$ cat config.mk
export PLATFORM = sky130hd
export DESIGN_NAME = mem_arbiter_top_flat
export DESIGN_NICKNAME = d
export VERILOG_FILES = /design/src/rtl/mem_arbiter_top_if.sv /design/src/rtl/mem_arbiter_top.sv /design/src/flat_wrapper.sv
export SDC_FILE = /design/constraint.sdc
export NUM_CORES = 1
export LEC_CHECK = 0
export BUFFER_PORTS_ARGS = -buffer_cell sky130_fd_sc_hd__buf_2
export CORE_AREA = 2 2 191 193
export CTS_CLUSTER_SIZE = 12
export DETAILED_ROUTE_END_ITERATION = 8
export DIE_AREA = 0 0 193 195
export HOLD_SLACK_MARGIN = 0.05
export PLACE_DENSITY = 0.31
export SLEW_MARGIN = 20
export SYNTH_ARGS = -nofsm -noshare
export SYNTH_HDL_FRONTEND = slang
export SYNTH_SLANG_ARGS = --single-unit
$ cat constraint.sdc
create_clock -name clk -period 1.5 [get_ports clk]
set_input_delay 0.3 -clock clk [delete_from_list [all_inputs] [get_ports clk]]
set_output_delay 0.3 -clock clk [all_outputs]
set_load 0.1 [all_outputs]
$ cat src/rtl/mem_arbiter_top_if.sv
// Bus bundle between the two cache requesters, the RAM port and the arbiter.
// The slave modport is the arbiter's view; master is the surrounding environment.
interface mem_arbiter_top_if;
  logic [31:0] icache_raddr_i;
  logic        icache_raddr_valid_i;
  logic [7:0]  icache_rmask_i;
  logic        icache_rdata_ready_o;
  logic [63:0] icache_rdata_o;

  logic [31:0] ram_raddr_dcache_i;
  logic        ram_raddr_valid_dcache_i;
  logic [7:0]  ram_rmask_dcache_i;
  logic [31:0] ram_waddr_dcache_i;
  logic        ram_waddr_valid_dcache_i;
  logic [7:0]  ram_wmask_dcache_i;
  logic [63:0] ram_wdata_dcache_i;
  logic        ram_rdata_ready_dcache_o;
  logic        ram_wdata_ready_dcache_o;
  logic [63:0] ram_rdata_dcache_o;

  logic [31:0] ram_addr_o;
  logic        ram_valid_o;
  logic        ram_we_o;
  logic [7:0]  ram_mask_o;
  logic [63:0] ram_wdata_o;
  logic        ram_ready_i;
  logic [63:0] ram_rdata_i;

  modport slave (
    input  icache_raddr_i, icache_raddr_valid_i, icache_rmask_i,
    output icache_rdata_ready_o, icache_rdata_o,
    input  ram_raddr_dcache_i, ram_raddr_valid_dcache_i, ram_rmask_dcache_i,
    input  ram_waddr_dcache_i, ram_waddr_valid_dcache_i, ram_wmask_dcache_i,
    input  ram_wdata_dcache_i,
    output ram_rdata_ready_dcache_o, ram_wdata_ready_dcache_o, ram_rdata_dcache_o,
    output ram_addr_o, ram_valid_o, ram_we_o, ram_mask_o, ram_wdata_o,
    input  ram_ready_i, ram_rdata_i
  );

  modport master (
    output icache_raddr_i, icache_raddr_valid_i, icache_rmask_i,
    input  icache_rdata_ready_o, icache_rdata_o,
    output ram_raddr_dcache_i, ram_raddr_valid_dcache_i, ram_rmask_dcache_i,
    output ram_waddr_dcache_i, ram_waddr_valid_dcache_i, ram_wmask_dcache_i,
    output ram_wdata_dcache_i,
    input  ram_rdata_ready_dcache_o, ram_wdata_ready_dcache_o, ram_rdata_dcache_o,
    input  ram_addr_o, ram_valid_o, ram_we_o, ram_mask_o, ram_wdata_o,
    output ram_ready_i, ram_rdata_i
  );
endinterface

$ cat src/rtl/mem_arbiter_top.sv
// Round-robin arbiter sharing one RAM port between icache reads and dcache reads/writes,
// one transaction at a time, with a sticky watchdog on transactions that never complete.
module mem_arbiter_top #(
  parameter int unsigned TIMEOUT_CYCLES = 1023
) (
  input  logic                   clk,
  input  logic                   rst,
  mem_arbiter_top_if.slave       bus,
  output logic                   err_timeout_o
);

  typedef enum logic [1:0] {StIdle, StGrantI, StGrantDr, StGrantDw} state_e;

  localparam logic [10:0] TimeoutLim = 11'(TIMEOUT_CYCLES);

  state_e     r_state;
  logic       r_rr_last;  // 1 = dcache was granted last
  logic [9:0] r_cnt;
  logic       r_err;
  logic       w_d_req;
  logic       w_d_write;

  assign w_d_req   = bus.ram_raddr_valid_dcache_i | bus.ram_waddr_valid_dcache_i;
  assign w_d_write = bus.ram_waddr_valid_dcache_i;

  always_ff @(posedge clk or negedge rst) begin
    if (!rst) begin
      r_state   <= StIdle;
      r_rr_last <= 1'b1;
      r_cnt     <= '0;
      r_err     <= 1'b0;
    end else if (r_state == StIdle) begin
      r_cnt <= '0;
      if (bus.icache_raddr_valid_i && (!w_d_req || r_rr_last)) begin
        r_state <= StGrantI;
      end else if (w_d_req) begin
        r_state <= w_d_write ? StGrantDw : StGrantDr;
      end
    end else if (bus.ram_ready_i) begin
      r_state   <= StIdle;
      r_rr_last <= (r_state != StGrantI);
    end else begin
      if (r_cnt != 10'h3FF) begin
        r_cnt <= r_cnt + 10'd1;
      end
      // Count includes the cycle just ending, so err shows after TIMEOUT_CYCLES busy cycles
      if (({1'b0, r_cnt} + 11'd1) >= TimeoutLim) begin
        r_err <= 1'b1;
      end
    end
  end

  always_comb begin
    bus.ram_valid_o              = 1'b0;
    bus.ram_we_o                 = 1'b0;
    bus.ram_addr_o               = '0;
    bus.ram_mask_o               = '0;
    bus.ram_wdata_o              = '0;
    bus.icache_rdata_ready_o     = 1'b0;
    bus.ram_rdata_ready_dcache_o = 1'b0;
    bus.ram_wdata_ready_dcache_o = 1'b0;
    unique case (r_state)
      StGrantI: begin
        bus.ram_valid_o          = 1'b1;
        bus.ram_addr_o           = bus.icache_raddr_i;
        bus.ram_mask_o           = bus.icache_rmask_i;
        bus.icache_rdata_ready_o = bus.ram_ready_i;
      end
      StGrantDr: begin
        bus.ram_valid_o              = 1'b1;
        bus.ram_addr_o               = bus.ram_raddr_dcache_i;
        bus.ram_mask_o               = bus.ram_rmask_dcache_i;
        bus.ram_rdata_ready_dcache_o = bus.ram_ready_i;
      end
      StGrantDw: begin
        bus.ram_valid_o              = 1'b1;
        bus.ram_we_o                 = 1'b1;
        bus.ram_addr_o               = bus.ram_waddr_dcache_i;
        bus.ram_mask_o               = bus.ram_wmask_dcache_i;
        bus.ram_wdata_o              = bus.ram_wdata_dcache_i;
        bus.ram_wdata_ready_dcache_o = bus.ram_ready_i;
      end
      default: ;
    endcase
  end

  assign bus.icache_rdata_o     = bus.ram_rdata_i;
  assign bus.ram_rdata_dcache_o = bus.ram_rdata_i;
  assign err_timeout_o          = r_err;

endmodule

$ cat src/flat_wrapper.sv
// flat-port wrapper written by rule: the top's interface ports become plain ports
module mem_arbiter_top_flat 
#(
  parameter int unsigned TIMEOUT_CYCLES = 1023
)
  (clk, rst, err_timeout_o, bus_icache_raddr_i, bus_icache_raddr_valid_i, bus_icache_rmask_i, bus_icache_rdata_ready_o, bus_icache_rdata_o, bus_ram_raddr_dcache_i, bus_ram_raddr_valid_dcache_i, bus_ram_rmask_dcache_i, bus_ram_waddr_dcache_i, bus_ram_waddr_valid_dcache_i, bus_ram_wmask_dcache_i, bus_ram_wdata_dcache_i, bus_ram_rdata_ready_dcache_o, bus_ram_wdata_ready_dcache_o, bus_ram_rdata_dcache_o, bus_ram_addr_o, bus_ram_valid_o, bus_ram_we_o, bus_ram_mask_o, bus_ram_wdata_o, bus_ram_ready_i, bus_ram_rdata_i);
  mem_arbiter_top_if bus_i ();
  input  logic clk;
  input  logic rst;
  output logic err_timeout_o;
  input wire logic [$bits(bus_i.icache_raddr_i)-1:0] bus_icache_raddr_i;
  input wire logic [$bits(bus_i.icache_raddr_valid_i)-1:0] bus_icache_raddr_valid_i;
  input wire logic [$bits(bus_i.icache_rmask_i)-1:0] bus_icache_rmask_i;
  output wire logic [$bits(bus_i.icache_rdata_ready_o)-1:0] bus_icache_rdata_ready_o;
  output wire logic [$bits(bus_i.icache_rdata_o)-1:0] bus_icache_rdata_o;
  input wire logic [$bits(bus_i.ram_raddr_dcache_i)-1:0] bus_ram_raddr_dcache_i;
  input wire logic [$bits(bus_i.ram_raddr_valid_dcache_i)-1:0] bus_ram_raddr_valid_dcache_i;
  input wire logic [$bits(bus_i.ram_rmask_dcache_i)-1:0] bus_ram_rmask_dcache_i;
  input wire logic [$bits(bus_i.ram_waddr_dcache_i)-1:0] bus_ram_waddr_dcache_i;
  input wire logic [$bits(bus_i.ram_waddr_valid_dcache_i)-1:0] bus_ram_waddr_valid_dcache_i;
  input wire logic [$bits(bus_i.ram_wmask_dcache_i)-1:0] bus_ram_wmask_dcache_i;
  input wire logic [$bits(bus_i.ram_wdata_dcache_i)-1:0] bus_ram_wdata_dcache_i;
  output wire logic [$bits(bus_i.ram_rdata_ready_dcache_o)-1:0] bus_ram_rdata_ready_dcache_o;
  output wire logic [$bits(bus_i.ram_wdata_ready_dcache_o)-1:0] bus_ram_wdata_ready_dcache_o;
  output wire logic [$bits(bus_i.ram_rdata_dcache_o)-1:0] bus_ram_rdata_dcache_o;
  output wire logic [$bits(bus_i.ram_addr_o)-1:0] bus_ram_addr_o;
  output wire logic [$bits(bus_i.ram_valid_o)-1:0] bus_ram_valid_o;
  output wire logic [$bits(bus_i.ram_we_o)-1:0] bus_ram_we_o;
  output wire logic [$bits(bus_i.ram_mask_o)-1:0] bus_ram_mask_o;
  output wire logic [$bits(bus_i.ram_wdata_o)-1:0] bus_ram_wdata_o;
  input wire logic [$bits(bus_i.ram_ready_i)-1:0] bus_ram_ready_i;
  input wire logic [$bits(bus_i.ram_rdata_i)-1:0] bus_ram_rdata_i;
  assign bus_i.icache_raddr_i = bus_icache_raddr_i;
  assign bus_i.icache_raddr_valid_i = bus_icache_raddr_valid_i;
  assign bus_i.icache_rmask_i = bus_icache_rmask_i;
  assign bus_icache_rdata_ready_o = bus_i.icache_rdata_ready_o;
  assign bus_icache_rdata_o = bus_i.icache_rdata_o;
  assign bus_i.ram_raddr_dcache_i = bus_ram_raddr_dcache_i;
  assign bus_i.ram_raddr_valid_dcache_i = bus_ram_raddr_valid_dcache_i;
  assign bus_i.ram_rmask_dcache_i = bus_ram_rmask_dcache_i;
  assign bus_i.ram_waddr_dcache_i = bus_ram_waddr_dcache_i;
  assign bus_i.ram_waddr_valid_dcache_i = bus_ram_waddr_valid_dcache_i;
  assign bus_i.ram_wmask_dcache_i = bus_ram_wmask_dcache_i;
  assign bus_i.ram_wdata_dcache_i = bus_ram_wdata_dcache_i;
  assign bus_ram_rdata_ready_dcache_o = bus_i.ram_rdata_ready_dcache_o;
  assign bus_ram_wdata_ready_dcache_o = bus_i.ram_wdata_ready_dcache_o;
  assign bus_ram_rdata_dcache_o = bus_i.ram_rdata_dcache_o;
  assign bus_ram_addr_o = bus_i.ram_addr_o;
  assign bus_ram_valid_o = bus_i.ram_valid_o;
  assign bus_ram_we_o = bus_i.ram_we_o;
  assign bus_ram_mask_o = bus_i.ram_mask_o;
  assign bus_ram_wdata_o = bus_i.ram_wdata_o;
  assign bus_i.ram_ready_i = bus_ram_ready_i;
  assign bus_i.ram_rdata_i = bus_ram_rdata_i;
  mem_arbiter_top #(.TIMEOUT_CYCLES(TIMEOUT_CYCLES)) u_core (.clk(clk), .rst(rst), .bus(bus_i), .err_timeout_o(err_timeout_o));
endmodule
==> impl_metrics.csv <==
group,metric,value,unit
global_route,grtUsageTotal,7.57,%
logic_synthesis,postSynthCellCount,394,
timing,finClkSkew,0.00324,ns
cts,cts_tree,"done",
logic_synthesis,synth_edf_count,0,
logic_synthesis,async_reset_ff_share,100,%
cts,cts.reportedPaths.clkPinSlew,0.05,ns
final_layout,drive_above_1_share,87.5,%
logic_synthesis,ys_ff_latch,14,
placed_design,placed_cell_area,0.00683,mm^2
cts,cts_sinks,14,
worst_setup_path,r2r_start,"u_core.r_state[0]",
placed_design,place_congestion,0.739,
hold_path,hold_depth,3,
cts,cts_max_level,1,
power,power_leakage,3.19,nW
outcome,violations,"negative setup slack",
detailed_routing,ant_nets,0,
global_route,overflow,0,
final_layout,area_delta_synth_final,130,%
worst_setup_path,crit_type,"flop to primary output",
worst_setup_path,crit_path_start_kind,"flop",
final_layout,fin_area,0.00713,mm^2
power,powerDensity,2600,mW/mm^2
floorplan,die_h,195,um
logic_synthesis,synth_cell_types,42,
worst_setup_path,cp_max_fo,16,
detailed_routing,firstDrtPassIters,4,
detailed_routing,routed_wl,16200,um
worst_setup_path,endpoint_kind,"primary output",
logic_synthesis,yosysMostFrequentCell,"buf_4",
timing,worst_pin_slew,0.500,ns
flow_run,cap_violations,0,
timing,clock.fmax,0.506,GHz
detailed_routing,drtIter0Drc,100,
final_layout,fin_nets,839,
floorplan,io_pins,492,
final_layout,fillers,3854,
power,irDropWorstVdd,0.00155,V
timing,fin_ws,-0.477,ns
cts,cts_inserted_buffers,3,
worst_setup_path,worstReg2RegEnd,"u_core.err_timeout_o",
detailed_routing,vias,3509,
logic_synthesis,syn_nets,650,
cts,root_buffer,"clkbuf_16",
global_route,grt_pass1_wl,22000,um
final_layout,seqCellArea,360,um^2
worst_setup_path,cp.arrival,1.68,ns
timing,final.period_utilization,132,%
timing,rsz0062_at_grt,"yes",
logic_synthesis,yosysWarnings,0,
worst_setup_path,critPathRequiredTime,1.20,ns
detailed_routing,drc,0,
logic_synthesis,yosysSeqAreaShare,11.3,%
logic_synthesis,synthesis.area,0.00310,mm^2
final_layout,multiInputGateArea,0.00246,mm^2
logic_synthesis,synth_top_area_cell,"buf_4",
cts,clockBufferDepth,2,
timing,max_slew_margin,66.9,%
timing,period_needed,1.98,ns
hold_path,whs_endpoint,"u_core.r_state[1]",
detailed_routing,vias_per_cell,3.36,
hold_path,hold_path.class,"primary input to flop",
global_route,grt_max_degree,70,
logic_synthesis,dominantRegCellSynth,"dfrtp_1",
floorplan,core-area,0.0354,mm^2
floorplan,rows,69,
floorplan,initial_utilization,8.76,%
worst_setup_path,r2r_slack,-0.05,ns
cts,clock_latency,0.25,ns
outcome,status,"finished with violations",
global_route,first_global_vias,3664,
global_route,antenna_found_initial,2,
logic_synthesis,synth.area.top_cells,"buf_4 31%, and3_1 14%, a22o_1 11%, mux2_2 11%, dfrtp_1 10%",
timing,hold_viol_final,0,
placed_design,dp_hpwl,13300,um
placed_design,port_buffers,299,
floorplan,die_w,193,um
logic_synthesis,netlist.area_leader.share,31.0,%
detailed_routing,wl_per_cell,15.6,um
worst_setup_path,ff2ff_path_depth,7,
timing,setup_viol,115,
final_layout,n_antenna_cell,0,
timing,fin_hold_ws,0.428,ns
floorplan,die_area,0.0376,mm^2
timing,drv_slew,0,
logic_synthesis,yosys-top-cells-count,"128 x buf_4, 67 x and3_1, 40 x a22o_1, 30 x mux2_2, 21 x clkbuf_1",
hold_path,hp-start,"bus_icache_raddr_valid_i",
logic_synthesis,postSynthAreaPerCell,7.87,um^2
-- what timing repair did --
item	in CTS	in global routing
resized for setup	13	11
endpoints found under the setup margin	117	120
endpoints found under the hold margin	13	0
setup buffers	0	3
hold buffers	1	0
cloned	0	3
pin swaps	0	4
-- cell families (layout without fill, tap and decap cells) --
group	after synthesis	in the layout	share of synthesized area, %
xor+xnor	4	4	1.13
simple gates	107	107	20.1
buf+inv	162	350	35.3
compound gates	65	65	16.8
flops	14	14	11.3
mux	40	40	14.5
fa+ha+maj	2	2	0.807
-- worst max-delay path, stage by stage, from the launching register on --
cell and delay, ns:
dfrtp_4 0.53, buf_12 0.18, mux2_1 0.32, a22o_4 0.23, buf_12 0.16
-- area by class of cell --
class                      instances  share of cell area, %
timing repair buffer             343                   51.0
multi-input combinational        218                   34.4
tap                              461                   8.09
sequential                        14                   5.05
clock buffer                       4                   1.25
inverter                           3                  0.158
-- metrics by stage --
| stage | setup TNS, ns | util [%] | power, mW | instances | setup WS, ns |
|---|---|---|---|---|---|
| 6_report | -44.79 | 20.1 | 18.5 | 1043 | -0.477 |
| 5_1_grt | -51.98 | 20.1 | 19.2 | 1043 | -0.539 |
| 4_1_cts | -53.84 | 19.7 | 18.3 | 1037 | -0.516 |
| 3_5_place_dp | -22.32 | 19.3 | 17.6 | 1032 | -0.259 |
| 3_3_place_gp | -20.67 | 19.3 | 17.6 | 1032 | -0.250 |
| 2_1_floorplan | -2.93 | - | 13.2 | 394 | -0.126 |
-- per-layer routing --
layer / up-vias / share of wire (%) / GRT usage, %
li1: 1663 / - / -
met1: 1609 / 37 / 8.27
met2: 218 / 50 / 13.7
met3: 17 / 13 / 3.54
met4: 2 / 0.80 / 0.730
met5: - / 0.099 / 0
-- cells in the final DEF (no fill, tap or decap), drive strengths merged, types with 4 or more instances in the layout --
cell type	n
dfrtp	13
clkbuf	7
nand2	11
a31oi	6
nor2	10
a22o	40
nand3	5
mux2	40
and3	67
o21ai	6
buf	339
nor3	4
-- report_power, final --
| part | switching, mW | internal, mW | total, mW |
|---|---|---|---|
| combinational | 10.4 | 6.86 | 17.3 |
| sequential | 0.145 | 0.495 | 0.640 |
| clock | 0.180 | 0.405 | 0.586 |
| total | 10.7 | 7.76 | 18.5 |
-- sequential cells by signal, indices dropped and copies added (netlist names) --
register,count
u_core.r_state,2
u_core.r_cnt,10
u_core.err_timeout_o,1
u_core.r_rr_last,1
-- worst max-delay path by stage --
stage                                           to              start
after detailed placement        bus_ram_addr_o[30]  u_core.r_state[0]
after CTS                        bus_ram_mask_o[4]  u_core.r_state[0]
after global routing            bus_ram_addr_o[25]  u_core.r_state[0]
after floorplan           bus_icache_rdata_ready_o  u_core.r_state[0]
final                           bus_ram_addr_o[25]  u_core.r_state[0]
after global placement          bus_ram_addr_o[30]  u_core.r_state[0]
(Power assumes the default switching activity.)
